==> src/rtl/id_pipe_if.sv <==
// Fetch-to-decode and ID/EX valid/ready bus of the id_pipe decode stage.
// slave is the decode stage's view; master is the surrounding pipeline's view.
interface id_pipe_if #(
    parameter int XLEN   = 32,
    parameter int REG_AW = 5
);
    logic              in_valid;
    logic              in_ready;
    logic [31:0]       inst;
    logic [XLEN-1:0]   inst_addr;
    logic              out_valid;
    logic              out_ready;
    logic [31:0]       out_inst;
    logic [XLEN-1:0]   out_inst_addr;
    logic [XLEN-1:0]   out_operand1;
    logic [XLEN-1:0]   out_operand2;
    logic [REG_AW-1:0] out_rd;
    logic              out_is_load;

    modport slave (
        input  in_valid, inst, inst_addr, out_ready,
        output in_ready, out_valid, out_inst, out_inst_addr,
               out_operand1, out_operand2, out_rd, out_is_load
    );

    modport master (
        output in_valid, inst, inst_addr, out_ready,
        input  in_ready, out_valid, out_inst, out_inst_addr,
               out_operand1, out_operand2, out_rd, out_is_load
    );
endinterface

==> src/rtl/id_pipe.sv <==
// Registered RV32I/RV64I decode stage: operand selection with EX/MEM forwarding,
// load-use stalls, post-control-flow pause and a valid/ready ID/EX register.
module id_pipe #(
    parameter int XLEN         = 32,
    parameter int REG_AW       = 5,
    parameter int PAUSE_CYCLES = 2,
    parameter bit FWD_EN       = 1'b1
) (
    input  logic              clk,
    input  logic              rst,
    id_pipe_if.slave          bus,
    output logic [REG_AW-1:0] regs_addr1,
    input  logic [XLEN-1:0]   regs_data1,
    output logic [REG_AW-1:0] regs_addr2,
    input  logic [XLEN-1:0]   regs_data2,
    input  logic              ex_wb_en,
    input  logic [REG_AW-1:0] ex_rd,
    input  logic [XLEN-1:0]   ex_data,
    input  logic              ex_is_load,
    input  logic              mem_wb_en,
    input  logic [REG_AW-1:0] mem_rd,
    input  logic [XLEN-1:0]   mem_data,
    input  logic              flush,
    output logic              pause_signal
);
    localparam logic [6:0] OPC_LUI    = 7'b0110111;
    localparam logic [6:0] OPC_AUIPC  = 7'b0010111;
    localparam logic [6:0] OPC_JAL    = 7'b1101111;
    localparam logic [6:0] OPC_JALR   = 7'b1100111;
    localparam logic [6:0] OPC_BRANCH = 7'b1100011;
    localparam logic [6:0] OPC_LOAD   = 7'b0000011;
    localparam logic [6:0] OPC_STORE  = 7'b0100011;
    localparam logic [6:0] OPC_OPIMM  = 7'b0010011;
    localparam logic [6:0] OPC_OP     = 7'b0110011;
    localparam logic [6:0] OPC_OPIMM32 = 7'b0011011;
    localparam logic [6:0] OPC_OP32   = 7'b0111011;

    localparam logic [1:0] OP1_ZERO = 2'd0;
    localparam logic [1:0] OP1_SRC  = 2'd1;
    localparam logic [1:0] OP1_PC   = 2'd2;
    localparam logic [1:0] OP2_ZERO = 2'd0;
    localparam logic [1:0] OP2_SRC  = 2'd1;
    localparam logic [1:0] OP2_IMM  = 2'd2;

    localparam logic [31:0] NOP        = 32'h0000_0013;
    localparam logic [3:0]  PAUSE_INIT = 4'(PAUSE_CYCLES);

    logic              out_valid_reg;
    logic [31:0]       out_inst_reg;
    logic [XLEN-1:0]   out_inst_addr_reg;
    logic [XLEN-1:0]   out_operand1_reg;
    logic [XLEN-1:0]   out_operand2_reg;
    logic [REG_AW-1:0] out_rd_reg;
    logic              out_is_load_reg;
    logic [3:0]        pause_cnt_reg;

    logic [6:0]        opcode;
    logic [XLEN-1:0]   imm_i;
    logic [XLEN-1:0]   imm_u;
    logic [XLEN-1:0]   imm_j;
    logic [XLEN-1:0]   imm_next;
    logic [1:0]        use_rs;
    logic              writes_rd;
    logic              is_ctrl;
    logic              is_load_next;
    logic [1:0]        op1_mode;
    logic [1:0]        op2_mode;
    logic [XLEN-1:0]   op1_next;
    logic [XLEN-1:0]   op2_next;
    logic [REG_AW-1:0] rd_next;

    logic [REG_AW-1:0] src_rs    [2];
    logic [XLEN-1:0]   src_rdata [2];
    logic [XLEN-1:0]   src_val   [2];
    logic [1:0]        src_haz;

    logic hazard;
    logic adv;
    logic in_ready_int;
    logic accept;

    assign opcode = bus.inst[6:0];
    assign imm_i  = XLEN'($signed(bus.inst[31:20]));
    assign imm_u  = XLEN'($signed({bus.inst[31:12], 12'b0}));
    assign imm_j  = XLEN'($signed({bus.inst[31], bus.inst[19:12], bus.inst[20],
                                   bus.inst[30:21], 1'b0}));

    always_comb begin
        use_rs       = 2'b00;
        writes_rd    = 1'b0;
        is_ctrl      = 1'b0;
        is_load_next = 1'b0;
        op1_mode     = OP1_ZERO;
        op2_mode     = OP2_ZERO;
        imm_next     = '0;
        case (opcode)
            OPC_OP: begin
                use_rs = 2'b11; writes_rd = 1'b1;
                op1_mode = OP1_SRC; op2_mode = OP2_SRC;
            end
            OPC_OP32: begin
                if (XLEN == 64) begin
                    use_rs = 2'b11; writes_rd = 1'b1;
                    op1_mode = OP1_SRC; op2_mode = OP2_SRC;
                end
            end
            OPC_OPIMM: begin
                use_rs = 2'b01; writes_rd = 1'b1;
                op1_mode = OP1_SRC; op2_mode = OP2_IMM; imm_next = imm_i;
            end
            OPC_OPIMM32: begin
                if (XLEN == 64) begin
                    use_rs = 2'b01; writes_rd = 1'b1;
                    op1_mode = OP1_SRC; op2_mode = OP2_IMM; imm_next = imm_i;
                end
            end
            OPC_LOAD: begin
                use_rs = 2'b01; writes_rd = 1'b1; is_load_next = 1'b1;
                op1_mode = OP1_SRC; op2_mode = OP2_IMM; imm_next = imm_i;
            end
            OPC_JALR: begin
                use_rs = 2'b01; writes_rd = 1'b1; is_ctrl = 1'b1;
                op1_mode = OP1_SRC; op2_mode = OP2_IMM; imm_next = imm_i;
            end
            OPC_STORE: begin
                use_rs = 2'b11;
                op1_mode = OP1_SRC; op2_mode = OP2_SRC;
            end
            OPC_BRANCH: begin
                use_rs = 2'b11; is_ctrl = 1'b1;
                op1_mode = OP1_SRC; op2_mode = OP2_SRC;
            end
            OPC_LUI: begin
                writes_rd = 1'b1;
                op1_mode = OP1_ZERO; op2_mode = OP2_IMM; imm_next = imm_u;
            end
            OPC_AUIPC: begin
                writes_rd = 1'b1;
                op1_mode = OP1_PC; op2_mode = OP2_IMM; imm_next = imm_u;
            end
            OPC_JAL: begin
                writes_rd = 1'b1; is_ctrl = 1'b1;
                op1_mode = OP1_PC; op2_mode = OP2_IMM; imm_next = imm_j;
            end
            default: ;
        endcase
    end

    assign src_rs[0]    = REG_AW'(bus.inst[19:15]);
    assign src_rs[1]    = REG_AW'(bus.inst[24:20]);
    assign src_rdata[0] = regs_data1;
    assign src_rdata[1] = regs_data2;

    // A load still in EX has no data yet, so it never forwards; it stalls instead.
    generate
        for (genvar gi = 0; gi < 2; gi++) begin : g_src
            logic ex_hit;
            logic mem_hit;
            assign ex_hit  = ex_wb_en  && (ex_rd  == src_rs[gi]);
            assign mem_hit = mem_wb_en && (mem_rd == src_rs[gi]);
            assign src_val[gi] = (src_rs[gi] == '0)                    ? '0       :
                                 (FWD_EN && ex_hit && !ex_is_load)     ? ex_data  :
                                 (FWD_EN && mem_hit)                   ? mem_data :
                                                                         src_rdata[gi];
            assign src_haz[gi] = use_rs[gi] && (src_rs[gi] != '0) &&
                                 ((ex_hit && ex_is_load) || (!FWD_EN && (ex_hit || mem_hit)));
        end
    endgenerate

    assign regs_addr1 = use_rs[0] ? src_rs[0] : '0;
    assign regs_addr2 = use_rs[1] ? src_rs[1] : '0;

    always_comb begin
        op1_next = '0;
        op2_next = '0;
        case (op1_mode)
            OP1_SRC: op1_next = src_val[0];
            OP1_PC:  op1_next = bus.inst_addr;
            default: op1_next = '0;
        endcase
        case (op2_mode)
            OP2_SRC: op2_next = src_val[1];
            OP2_IMM: op2_next = imm_next;
            default: op2_next = '0;
        endcase
    end

    assign rd_next      = writes_rd ? REG_AW'(bus.inst[11:7]) : '0;
    assign hazard       = |src_haz;
    assign adv          = !out_valid_reg || bus.out_ready;
    assign in_ready_int = adv && !hazard && (pause_cnt_reg == 4'd0) && !flush;
    assign accept       = bus.in_valid && in_ready_int;

    always_ff @(posedge clk) begin
        if (rst) begin
            out_valid_reg     <= 1'b0;
            out_inst_reg      <= NOP;
            out_inst_addr_reg <= '0;
            out_operand1_reg  <= '0;
            out_operand2_reg  <= '0;
            out_rd_reg        <= '0;
            out_is_load_reg   <= 1'b0;
            pause_cnt_reg     <= 4'd0;
        end else begin
            if (flush)
                pause_cnt_reg <= 4'd0;
            else if (accept && is_ctrl)
                pause_cnt_reg <= PAUSE_INIT;
            else if (pause_cnt_reg != 4'd0)
                pause_cnt_reg <= pause_cnt_reg - 4'd1;

            // Flush kills the output even when EX is not accepting.
            if (accept) begin
                out_valid_reg     <= 1'b1;
                out_inst_reg      <= bus.inst;
                out_inst_addr_reg <= bus.inst_addr;
                out_operand1_reg  <= op1_next;
                out_operand2_reg  <= op2_next;
                out_rd_reg        <= rd_next;
                out_is_load_reg   <= is_load_next;
            end else if (adv || flush) begin
                out_valid_reg     <= 1'b0;
                out_inst_reg      <= NOP;
                out_inst_addr_reg <= '0;
                out_operand1_reg  <= '0;
                out_operand2_reg  <= '0;
                out_rd_reg        <= '0;
                out_is_load_reg   <= 1'b0;
            end
        end
    end

    assign bus.in_ready      = in_ready_int;
    assign bus.out_valid     = out_valid_reg;
    assign bus.out_inst      = out_inst_reg;
    assign bus.out_inst_addr = out_inst_addr_reg;
    assign bus.out_operand1  = out_operand1_reg;
    assign bus.out_operand2  = out_operand2_reg;
    assign bus.out_rd        = out_rd_reg;
    assign bus.out_is_load   = out_is_load_reg;
    assign pause_signal      = (pause_cnt_reg != 4'd0);
endmodule

==> src/flat_wrapper.sv <==
// flat-port wrapper written by rule: the top's interface ports become plain ports
module id_pipe_flat 
#(
    parameter int XLEN         = 32,
    parameter int REG_AW       = 5,
    parameter int PAUSE_CYCLES = 2,
    parameter bit FWD_EN       = 1'b1
)
  (clk, rst, regs_addr1, regs_data1, regs_addr2, regs_data2, ex_wb_en, ex_rd, ex_data, ex_is_load, mem_wb_en, mem_rd, mem_data, flush, pause_signal, bus_in_valid, bus_inst, bus_inst_addr, bus_out_ready, bus_in_ready, bus_out_valid, bus_out_inst, bus_out_inst_addr, bus_out_operand1, bus_out_operand2, bus_out_rd, bus_out_is_load);
  id_pipe_if #(.XLEN(XLEN), .REG_AW(REG_AW)) bus_i ();
  input  logic clk;
  input  logic rst;
  output logic [REG_AW-1:0] regs_addr1;
  input  logic [XLEN-1:0] regs_data1;
  output logic [REG_AW-1:0] regs_addr2;
  input  logic [XLEN-1:0] regs_data2;
  input  logic ex_wb_en;
  input  logic [REG_AW-1:0] ex_rd;
  input  logic [XLEN-1:0] ex_data;
  input  logic ex_is_load;
  input  logic mem_wb_en;
  input  logic [REG_AW-1:0] mem_rd;
  input  logic [XLEN-1:0] mem_data;
  input  logic flush;
  output logic pause_signal;
  input wire logic [$bits(bus_i.in_valid)-1:0] bus_in_valid;
  input wire logic [$bits(bus_i.inst)-1:0] bus_inst;
  input wire logic [$bits(bus_i.inst_addr)-1:0] bus_inst_addr;
  input wire logic [$bits(bus_i.out_ready)-1:0] bus_out_ready;
  output wire logic [$bits(bus_i.in_ready)-1:0] bus_in_ready;
  output wire logic [$bits(bus_i.out_valid)-1:0] bus_out_valid;
  output wire logic [$bits(bus_i.out_inst)-1:0] bus_out_inst;
  output wire logic [$bits(bus_i.out_inst_addr)-1:0] bus_out_inst_addr;
  output wire logic [$bits(bus_i.out_operand1)-1:0] bus_out_operand1;
  output wire logic [$bits(bus_i.out_operand2)-1:0] bus_out_operand2;
  output wire logic [$bits(bus_i.out_rd)-1:0] bus_out_rd;
  output wire logic [$bits(bus_i.out_is_load)-1:0] bus_out_is_load;
  assign bus_i.in_valid = bus_in_valid;
  assign bus_i.inst = bus_inst;
  assign bus_i.inst_addr = bus_inst_addr;
  assign bus_i.out_ready = bus_out_ready;
  assign bus_in_ready = bus_i.in_ready;
  assign bus_out_valid = bus_i.out_valid;
  assign bus_out_inst = bus_i.out_inst;
  assign bus_out_inst_addr = bus_i.out_inst_addr;
  assign bus_out_operand1 = bus_i.out_operand1;
  assign bus_out_operand2 = bus_i.out_operand2;
  assign bus_out_rd = bus_i.out_rd;
  assign bus_out_is_load = bus_i.out_is_load;
  id_pipe #(.XLEN(XLEN), .REG_AW(REG_AW), .PAUSE_CYCLES(PAUSE_CYCLES), .FWD_EN(FWD_EN)) u_core (.clk(clk), .rst(rst), .bus(bus_i), .regs_addr1(regs_addr1), .regs_data1(regs_data1), .regs_addr2(regs_addr2), .regs_data2(regs_data2), .ex_wb_en(ex_wb_en), .ex_rd(ex_rd), .ex_data(ex_data), .ex_is_load(ex_is_load), .mem_wb_en(mem_wb_en), .mem_rd(mem_rd), .mem_data(mem_data), .flush(flush), .pause_signal(pause_signal));
endmodule
==> config.mk <==
export PLATFORM = sky130hd
export DESIGN_NAME = id_pipe_flat
export DESIGN_NICKNAME = d
export VERILOG_FILES = /design/src/rtl/id_pipe_if.sv /design/src/rtl/id_pipe.sv /design/src/flat_wrapper.sv
export SDC_FILE = /design/constraint.sdc
export NUM_CORES = 1
export LEC_CHECK = 0
export BUFFER_PORTS_ARGS = -buffer_cell sky130_fd_sc_hd__clkbuf_2
export CORE_MARGIN = 10
export CORE_UTILIZATION = 40
export CTS_BUF_LIST = sky130_fd_sc_hd__clkbuf_4
export CTS_CLUSTER_SIZE = 8
export DETAILED_ROUTE_END_ITERATION = 8
export HOLD_SLACK_MARGIN = 0.02
export PLACE_DENSITY = 0.81
export SYNTH_ARGS = -nofsm -noshare
export SYNTH_HDL_FRONTEND = slang
export SYNTH_SLANG_ARGS = --single-unit
==> constraint.sdc <==
create_clock -name clk -period 2.3 [get_ports clk]
set_clock_uncertainty 0.15 [all_clocks]
set_input_delay 0.23 -clock clk [delete_from_list [all_inputs] [get_ports clk]]
set_output_delay 0.23 -clock clk [all_outputs]
set_load 0.01 [all_outputs]
==> results of run 1 <==
[per-stage QoR]
stage	total power [mW]	TNS, ns	utilization	setup slack, ns	instance area [sq um]
final	5.77	-17.51	0.675	-0.291	12600
after global routing	5.94	-24.44	0.674	-0.325	12600
after CTS	5.75	-19.09	0.669	-0.318	12500
after detailed placement	3.37	-10.25	0.533	-0.192	9930
after global placement	3.36	-2.52	0.533	-0.0665	9930
after floorplan	2.88	0	-	0.0372	7540
[timing repair]
item	in CTS	in global routing
hold endpoints to repair	137	0
buffers inserted	19	1
resized for setup	55	38
hold buffers	146	0
gates cloned	12	0
endpoints found under the setup margin	96	130
pin swaps	50	21
[path summary, 6_finish.rpt]
path | endpoint | slack (ns) | depth (start not counted)
max | u_core.bus.out_operand1[20] | -0.29 | 11
min | u_core.bus.out_operand2[12] | 0.04 | 5
max reg2reg | u_core.bus.out_operand1[20] | -0.29 | 11
min reg2reg | u_core.bus.out_rd[4] | 0.31 | 2
[worst reg2reg max path, cell delays in order, from the launching register on]
cell and delay (ns):
dfxtp_2 0.35, or4_4 0.55, nor3_4 0.21, o41ai_4 0.12
buf_4 0.16, nor3b_4 0.17, buf_6 0.13, buf_12 0.13
nand2b_4 0.11, buf_12 0.16, buf_12 0.14, o21ai_2 0.14
[area by class of cell]
type	count	area (sq um)	area share
Antenna cell	9	22.5	0.00179
Inverter	8	30.0	0.00239
Timing Repair Buffer	608	4610	0.366
Clock inverter	15	244	0.0194
Sequential cell	139	2790	0.221
Tap cell	234	293	0.0233
Multi-Input combinational cell	657	4470	0.355
Clock buffer	17	128	0.0101
[power by group through the flow]
stage | combinational [mW] | sequential, mW | clock (mW)
after CTS | 1.15 | 2.46 | 2.14
after global routing | 1.24 | 2.47 | 2.23
final | 1.19 | 2.46 | 2.12
after floorplan | 0.353 | 2.53 | 0
after detailed placement | 0.859 | 2.51 | 0
after global placement | 0.851 | 2.51 | 0
[layout by cell type, fill, tap and decap left out, drive strengths merged, types with 3 or more instances in the layout]
cell	instances
clkbuf	372
o21ai	148
dlygate4sd3	146
nand2	139
dfxtp	139
buf	107
a22o	54
o311ai	50
or3	48
a32oi	40
a21oi	24
a31oi	24
or4	21
xnor2	18
o41ai	15
inv	11
diode	9
a32o	7
bufinv	6
nor2	6
and2	6
and3	5
nand2b	5
clkinv	5
nand4	4
ha	4
nor3	4
o21a	3
and3b	3
nor2b	3
[Yosys cell counts, types with 5 or more instances]
cell	n	area, sq um
nand2_1	139	522
o41ai_1	14	123
o311ai_0	50	438
o21ai_0	85	425
buf_12	5	100
a31oi_1	24	150
or3_1	48	300
a32o_1	7	70.1
nor2_1	6	22.5
o21ai_2	16	140
a21oi_1	24	120
a22o_1	54	473
o21ai_1	47	235
xnor2_1	18	158
or4_1	21	158
buf_6	7	78.8
dfxtp_1	139	2780
and2_1	5	31.3
a32oi_1	40	350
inv_1	7	26.3
clkbuf_1	79	297
and3_1	5	31.3
[routing by layer]
metal	routed length (um)	global-route usage	vias up	share of wire
li1	-	-	4553	-
met2	20300	0.550	833	0.46
met4	2550	0.179	2	0.058
met3	5480	0.0991	183	0.12
met5	22	0	-	0.00050
met1	15800	0.390	4891	0.36
[logic make-up (layout without fill, tap and decap cells)]
logic type | count (synthesis) | after routing | synth area share
AO/OA/AOI/OAI | 378 | 378 | 0.355
AND/OR/NAND/NOR | 255 | 255 | 0.173
flip-flops | 139 | 139 | 0.369
buffers and inverters | 108 | 648 | 0.0727
XOR/XNOR | 20 | 20 | 0.0232
adder cells (fa/ha/maj) | 4 | 4 | 0.00664
other | 0 | 9 | 0
==> flow_summary.json, run 1 <==
{
  "finalHoldViolations": 0,
  "p_leak_nw": 5.38,
  "drt.antenna.violating_nets": 0,
  "vias_per_cell": 6.20,
  "final_layout_size_suffix_gt1_frac": 0.399,
  "end_kind": "flop",
  "status": "finished, violations left",
  "num_rows": 50,
  "synth-seq-cells": 139,
  "crit_chain": "or4_4, nor3_4, o41ai_4, buf_4, nor3b_4, buf_6, buf_12, nand2b_4, buf_12, buf_12, o21ai_2",
  "io_pins": 357,
  "cp.arrival_ns": 2.94,
  "first_pass_iters": 7,
  "yosysSeqAreaShare": 0.369,
  "synth_cells": 904,
  "grt_max_degree": 69,
  "grt_pass1_vias": 10400,
  "initial_core_util": 0.404,
  "final-max-slew-violation-count": 0,
  "clkTransAtPathRegs_ns": 0.14,
  "critPathBufInv": 5,
  "synthesis.nets": 1118,
  "die_w_um": 157,
  "drtIter0Drc": 1098,
  "seq_power_share": 0.426,
  "crit_top_cell": "buf_12",
  "place_inst": 1472,
  "overflow": 0,
  "hpwl_mm": 29.2,
  "startpoint": "u_core.pause_cnt_reg[3]",
  "drcViolationCount": 0,
  "postSynth.asyncResetShare": 0,
  "max_freq_mhz": 386,
  "ir_drop_v": 0.000325,
  "clockBufferDepth": 2,
  "worstMarginPinSlew_ns": 0.761,
  "drv_cap": 0,
  "period_share": 1.13,
  "worstSetupStartpointType": "flop",
  "p_sw_frac": 0.291,
  "period_needed_ns": 2.59,
  "rsz0062_at_grt": "true",
  "place.gp.congestion": 0.971,
  "slew_headroom": 0.486,
  "power_density_nw_per_um2": 459,
  "die_h_um": 157,
  "grtUsageTotal": 0.337,
  "power_frac_clock": 0.368,
  "port_buffers": 356,
  "cts_buffers": 17,
  "synthFlopType": "dfxtp_1",
  "htreeDepth": 4,
  "synth.distinct_cells": 59,
  "antenna_found_initial": 7,
  "vias": 10500,
  "p_int_mw": 4.09,
  "rr_startpoint": "u_core.pause_cnt_reg[3]",
  "critical_path.slowest_cell": "or4_4",
  "cp_max_fo": 7,
  "yosysWarningCount": 0,
  "fill_cells": 1466,
  "slowest_delay_ns": 0.55,
  "violations": "setup timing",
  "cts_root_buffer": "clkbuf_4",
  "cp_top_family": "simple AND/OR/NAND/NOR gates",
  "hold_start": "regs_data2[12]",
  "syn_avg_cell_area_sq_um": 8.34,
  "whs_ns": 0.0441,
  "syn2layout_area_growth_pct": 66.9,
  "final_cells": 1687,
  "clk_latency_ns": 0.57,
  "fin_nets": 1645,
  "grt_pass1_wl_mm": 63.8,
  "routedWlPerCell_um": 26.2,
  "wl_mm": 44.1,
  "finalSetupViolations": 112,
  "hold_path_class": "in2reg",
  "critPathRequiredTime_ns": 2.65,
  "coreArea_sq_um": 18600,
  "switchingPower_mw": 1.68,
  "synth_edf_count": 0,
  "worst_slack_ns": -0.291,
  "worst-setup-path-type": "reg2reg",
  "cts_tree": "built",
  "numClockSinks": 139,
  "netlist_area_sq_um": 7540,
  "die_area_sq_um": 24700,
  "power_frac_comb": 0.206
}
Note: power is estimated with default switching activity, not from simulation.
==> run 2: changes to the inputs <==
Settings changed: REMOVE_ABC_BUFFERS set to 1.
==> flow_summary.json, run 2 (synthesized netlist as in run 1, its figures left out) <==
{
  "status": "finished, violations left",
  "violations": "setup timing",
  "crit_chain": "or4_4, nor3_4, o41ai_4, nor2_2, buf_6, buf_8",
  "p_leak_nw": 5.47,
  "worst_slack_ns": -0.193,
  "hpwl_mm": 27.3,
  "grt_max_degree": 65,
  "cp_max_fo": 2,
  "coreArea_sq_um": 18600,
  "period_needed_ns": 2.49,
  "clockBufferDepth": 2,
  "placed_cell_area_sq_um": 10000,
  "final_cell_mix": "clkbuf_2 (355), dlygate4sd3_1 (162), nand2_1 (138)",
  "critPathRequiredTime_ns": 1.92,
  "final_layout_size_suffix_gt1_frac": 0.407,
  "drcViolationCount": 0,
  "cp_top_family": "simple AND/OR/NAND/NOR gates",
  "grtUsageTotal": 0.334,
  "grt_pass1_wl_mm": 63.9,
  "drt.antenna.violating_nets": 0,
  "fin_nets": 1672,
  "vias": 10900,
  "ir_drop_v": 0.000342,
  "fill_cells": 1334,
  "wl_mm": 43.9,
  "worstSetupStartpointType": "flop",
  "overflow": 0,
  "max_freq_mhz": 401,
  "final_common_cell": "clkbuf_2",
  "drv_cap": 0,
  "numClockSinks": 139,
  "die_area_sq_um": 24700,
  "r2r_setup_slack_ns": -0.14,
  "clk_latency_ns": 0.57,
  "die_w_um": 157,
  "cts_tree": "built",
  "fin_util": 0.693,
  "worstMarginPinSlew_ns": 0.624,
  "antenna_found_initial": 6,
  "finalInstanceArea_sq_um": 12900,
  "port_buffers": 356,
  "slew_headroom": 0.584,
  "cts_buffers": 17,
  "end_kind": "output port",
  "finalSetupViolations": 116,
  "final_cells": 1711,
  "routedWlPerCell_um": 25.7,
  "htreeDepth": 4,
  "io_pins": 357,
  "power.total_mw": 5.66,
  "drtIter0Drc": 1528,
  "power_density_nw_per_um2": 438,
  "place.gp.congestion": 0.946,
  "grt_pass1_vias": 11000,
  "worst-setup-path-type": "reg2out",
  "place_inst": 1478,
  "first_pass_iters": 9,
  "rsz0062_at_grt": "true",
  "die_h_um": 157,
  "initial_core_util": 0.404,
  "final-max-slew-violation-count": 0,
  "critPathBufInv": 2,
  "period_share": 1.08,
  "fin_setup_tns_ns": -7.60,
  "slowest_delay_ns": 0.57,
  "vias_per_cell": 6.40,
  "whs_ns": 0.0562,
  "clkTransAtPathRegs_ns": 0.15,
  "critical_path.slowest_cell": "or4_4",
  "num_rows": 50,
  "post-place-ws_ns": -0.126,
  "syn2layout_area_growth_pct": 71.4,
  "cts_root_buffer": "clkbuf_4",
  "hold_path_class": "in2reg",
  "cp.arrival_ns": 2.11,
  "finalHoldViolations": 0
}
-- run 2: cell count changes in the layout (fill, tap and decap cells not counted), moves of 2 or more --
cell,before,now
bufinv_16,6,4
xor2_4,0,2
buf_16,12,8
clkinvlp_4,1,3
buf_12,22,28
buf_6,4,10
o21a_1,3,1
inv_6,3,5
clkbuf_16,0,3
xor2_2,2,0
dlygate4sd3_1,146,162
clkinv_1,2,0
diode_2,9,6
-- run 2: per-layer routing --
| layer | part of all wire | vias up | wire (um) | GRT usage |
|---|---|---|---|---|
| met5 | 0 | - | 0 | 0 |
| met4 | 0.068 | 0 | 2990 | 0.211 |
| met3 | 0.13 | 289 | 5540 | 0.105 |
| met2 | 0.46 | 1044 | 20300 | 0.535 |
| met1 | 0.34 | 5011 | 15100 | 0.378 |
| li1 | - | 4599 | - | - |
-- run 2: worst reg2reg max path, cell delays in order (launching register included) --
cell      delay, ns
dfxtp_1        0.34
or4_4          0.57
nor3_4         0.17
o41ai_4        0.11
buf_4          0.15
nor3b_4        0.17
buf_6          0.17
nand2b_4       0.15
buf_12         0.17
buf_16         0.14
o21ai_4        0.11
-- run 2: what timing repair did --
item                                    4_1_cts  5_1_grt
pin swaps                                    44       34
hold buffers                                163        0
buffers inserted                             16       13
endpoints found under the hold margin       138        0
endpoints found under the setup margin       34      132
resized for setup                            51       65
cloned                                       11        4
-- run 2: area by class of cell --
cell class              instances  area (sq um)  share of cell area
flip-flops and latches        139          2790               0.216
well taps                     234           293              0.0227
multi-input cells             657          4540               0.351
clock inverters                15           211              0.0164
diodes                          6          15.0             0.00116
repair buffers                635          4920               0.381
clock buffers                  17           128             0.00988
inverters                       8          30.0             0.00232
-- run 2: path summary, 6_finish.rpt --
| kind | startpoint | endpoint | cells after the start |
|---|---|---|---|
| min reg2reg | u_core.bus.out_operand2[8] | u_core.bus.out_operand2[8] | 2 |
| max | u_core.pause_cnt_reg[3] | bus_in_ready | 6 |
| min | regs_data1[1] | u_core.bus.out_operand1[1] | 5 |
| max reg2reg | u_core.pause_cnt_reg[3] | u_core.bus.out_operand1[16] | 10 |
-- run 2: report_power, final --
| group | total, mW | switching, mW | internal (mW) |
|---|---|---|---|
| clock network | 1.98 | 1.10 | 0.886 |
| registers | 2.46 | 0.0216 | 2.44 |
| logic | 1.21 | 0.633 | 0.579 |
==> run 3: changes to the inputs <==
Settings changed: BUFFER_PORTS_ARGS -buffer_cell sky130_fd_sc_hd__clkbuf_2 to not set, DONT_BUFFER_PORTS set to 1, PLACE_DENSITY 0.81 to 0.64.
==> flow_summary.json, run 3 <==
{
  "die_w_um": 157,
  "cts_buffers": 17,
  "place.gp.congestion": 0.868,
  "synth.top_cells.by_area": "dfxtp_1 (37%), nand2_1 (6.9%), a22o_1 (6.3%)",
  "synth.distinct_cells": 59,
  "num_rows": 50,
  "ctsHoldBuffers": 226,
  "port_buffers": 0,
  "synth_edf_count": 0,
  "error": "[ERROR RSZ-0060] Max buffer count reached.",
  "die_h_um": 157,
  "initial_core_util": 0.404,
  "syn_avg_cell_area_sq_um": 8.34,
  "numClockSinks": 139,
  "cts_root_buffer": "clkbuf_4",
  "postSynth.asyncResetShare": 0,
  "netlist.area_leader.share": 0.369,
  "clockBufferDepth": 2,
  "synth_cells": 904,
  "status": "stopped before the end",
  "yosysWarningCount": 0,
  "netlist_area_sq_um": 7540,
  "io_pins": 357,
  "htreeDepth": 4,
  "cts_resized": 3,
  "hpwl_mm": 23.9,
  "yosysTopAreaCell": "dfxtp_1",
  "synth-seq-cells": 139,
  "synthFlopType": "dfxtp_1",
  "stop_stage": "4_1_cts",
  "synthTopCellsByCount": "dfxtp_1 (139), nand2_1 (139), o21ai_0 (85)",
  "yosysSeqAreaShare": 0.369,
  "post_cts_buffers": 1
}
==> run 3: cell counts after synthesis <==
No cell type changed its count.
==> run 3: logic make-up after synthesis <==
kind of cell	synth area share
compound gates	0.355
xor+xnor	0.0232
fa+ha+maj	0.00664
buf+inv	0.0727
flops	0.369
simple gates	0.173
==> run 3: metrics by stage <==
stage                     instances  hold WS (ns)  worst slack (ns)  setup TNS, ns  instance area [sq um]
after global placement         1095         0.154            0.0622              0                   7900
after floorplan                 804         0.152             -3.40        -430.04                   7020
after detailed placement       1095         0.154            0.0117              0                   7900
==> run 4: changes to the inputs <==
Settings changed: CORE_UTILIZATION 40 to 25, CTS_BUF_LIST sky130_fd_sc_hd__clkbuf_4 to not set, CTS_CLUSTER_SIZE 8 to not set, HOLD_SLACK_MARGIN 0.02 to not set, PLACE_DENSITY 0.64 to not set, PLACE_DENSITY_LB_ADDON set to 0.15.
Clock period 2.3 ns to 3 ns, I/O delays scaled along.
==> flow_summary.json, run 4 (synthesized netlist as in run 1, its figures left out) <==
{
  "worstSetupStartpointType": "flop",
  "final_cell_mix": "nand2_1 (139), dfxtp_1 (139), dlygate4sd3_1 (96)",
  "critPathRequiredTime_ns": 3.24,
  "wl_mm": 39.8,
  "p_int_mw": 3.60,
  "grt_max_degree": 65,
  "cp_max_fo": 10,
  "wl_met2_mm": 19.5,
  "p_sw_frac": 0.256,
  "hpwl_mm": 28.0,
  "status": "completed",
  "place.gp.congestion": 0.760,
  "worst_r2r_endpoint": "u_core.bus.out_valid",
  "io_pins": 357,
  "max_freq_mhz": 366,
  "wirelength_met1_mm": 16.0,
  "top_layer_used": "met4",
  "overflow": 0,
  "seq_power_share": 0.393,
  "num_rows": 63,
  "drv_cap": 0,
  "rr_worst_depth": 8,
  "clk_latency_ns": 0.45,
  "htreeDepth": 4,
  "drtIter0Drc": 437,
  "hold_path_depth": 3,
  "final_cells": 1366,
  "fin_nets": 1170,
  "vias_per_cell": 5.72,
  "syn2layout_area_growth_pct": 26.5,
  "port_buffers": 0,
  "period_needed_ns": 2.73,
  "clockBufferDepth": 2,
  "r2r_setup_slack_ns": 0.27,
  "die_w_um": 194,
  "slew_headroom": 0.144,
  "die_area_sq_um": 37500,
  "hold_path_class": "in2reg",
  "grt_pass1_vias": 7938,
  "numClockSinks": 139,
  "dr_wl_met3_mm": 3.28,
  "vias": 7816,
  "cts_tree": "built",
  "grt_pass1_wl_mm": 58.1,
  "die_h_um": 194,
  "switchingPower_mw": 1.24,
  "routedWlPerCell_um": 29.2,
  "worst-setup-path-type": "reg2reg",
  "power_frac_clock": 0.506,
  "whs_ns": 0.0208,
  "cp.arrival_ns": 2.98,
  "worstMarginPinSlew_ns": 1.27,
  "p_leak_nw": 3.10,
  "period_share": 0.911,
  "cts_resized": 0,
  "final_layout_size_suffix_gt1_frac": 0.107,
  "cts_buffers": 17,
  "final-max-slew-violation-count": 0,
  "grtUsageTotal": 0.203,
  "hold_start": "ex_data[3]",
  "power_frac_comb": 0.101,
  "ir_drop_v": 0.000356,
  "first_pass_iters": 4,
  "power_density_nw_per_um2": 508,
  "initial_core_util": 0.254,
  "antenna_found_initial": 4,
  "finalHoldViolations": 0,
  "drcViolationCount": 0,
  "coreArea_sq_um": 29700,
  "rr_startpoint": "u_core.pause_cnt_reg[1]",
  "clkTransAtPathRegs_ns": 0.07,
  "place_inst": 1231,
  "drt.antenna.violating_nets": 0,
  "end_kind": "flop",
  "cts_root_buffer": "clkbuf_16",
  "holdPathEnd": "u_core.bus.out_operand2[3]",
  "rsz0062_at_grt": "false",
  "finalSetupViolations": 0
}
## run 4: stage by stage
step	TNS [ns]	cell area, sq um	util	total power, mW	setup slack (ns)
floorplan	-337.90	7020	-	2.15	-2.70
global placement	0	7890	0.266	2.30	0.418
detailed placement	0	7890	0.266	2.30	0.385
CTS	0	9520	0.320	4.91	0.224
global route	0	9530	0.321	5.01	0.116
finish	0	9540	0.321	4.85	0.267
## run 4: metal layers
layer | global-route usage | up-vias
li1 | - | 3600
met1 | 0.235 | 3840
met2 | 0.338 | 324
met3 | 0.0693 | 52
met4 | 0.0807 | 0
met5 | 0 | -
## run 4: what timing repair did
action                                  CTS  global route
hold endpoints to repair                136             0
hold buffers                             96             0
buffers inserted                          0             0
endpoints found under the setup margin    0             0
## run 4: worst max path at each step
stage               slack, ns                    start                           to
floorplan               -2.70     u_core.bus.out_valid      u_core.bus.out_inst[12]
global placement         0.42  u_core.pause_cnt_reg[1]  u_core.bus.out_inst_addr[1]
detailed placement       0.39              bus_inst[0]  u_core.bus.out_operand2[17]
CTS                      0.22  u_core.pause_cnt_reg[1]         u_core.bus.out_valid
global route             0.12  u_core.pause_cnt_reg[1]         u_core.bus.out_valid
finish                   0.27  u_core.pause_cnt_reg[1]         u_core.bus.out_valid
## run 4: worst max-delay path, cell delays in order, from the launching register on
cell           delay, ns
dfxtp_1             0.35
or4_1               0.67
nor3_2              0.26
o41ai_2             0.14
nor2_1              0.16
buf_4               0.23
a21oi_1             0.10
nor2_1              0.08
dlygate4sd3_1       0.54
## run 4: cell type report
| cell class | count | area (sq um) |
|---|---|---|
| fillers | 3110 | 20200 |
| multi-input cells | 657 | 4260 |
| flip-flops and latches | 139 | 2780 |
| repair buffers | 133 | 1290 |
| well taps | 390 | 488 |
| clock buffers | 19 | 453 |
| clock inverters | 13 | 214 |
| inverters | 8 | 30.0 |
| diodes | 7 | 17.5 |
## run 4: power by group through the flow
stage / combinational [mW] / sequential, mW / clock, mW
6_report: 0.491 / 1.90 / 2.45
5_1_grt: 0.532 / 1.91 / 2.57
4_1_cts: 0.493 / 1.91 / 2.51
3_5_place_dp: 0.358 / 1.95 / 0
3_3_place_gp: 0.357 / 1.95 / 0
2_1_floorplan: 0.213 / 1.94 / 0
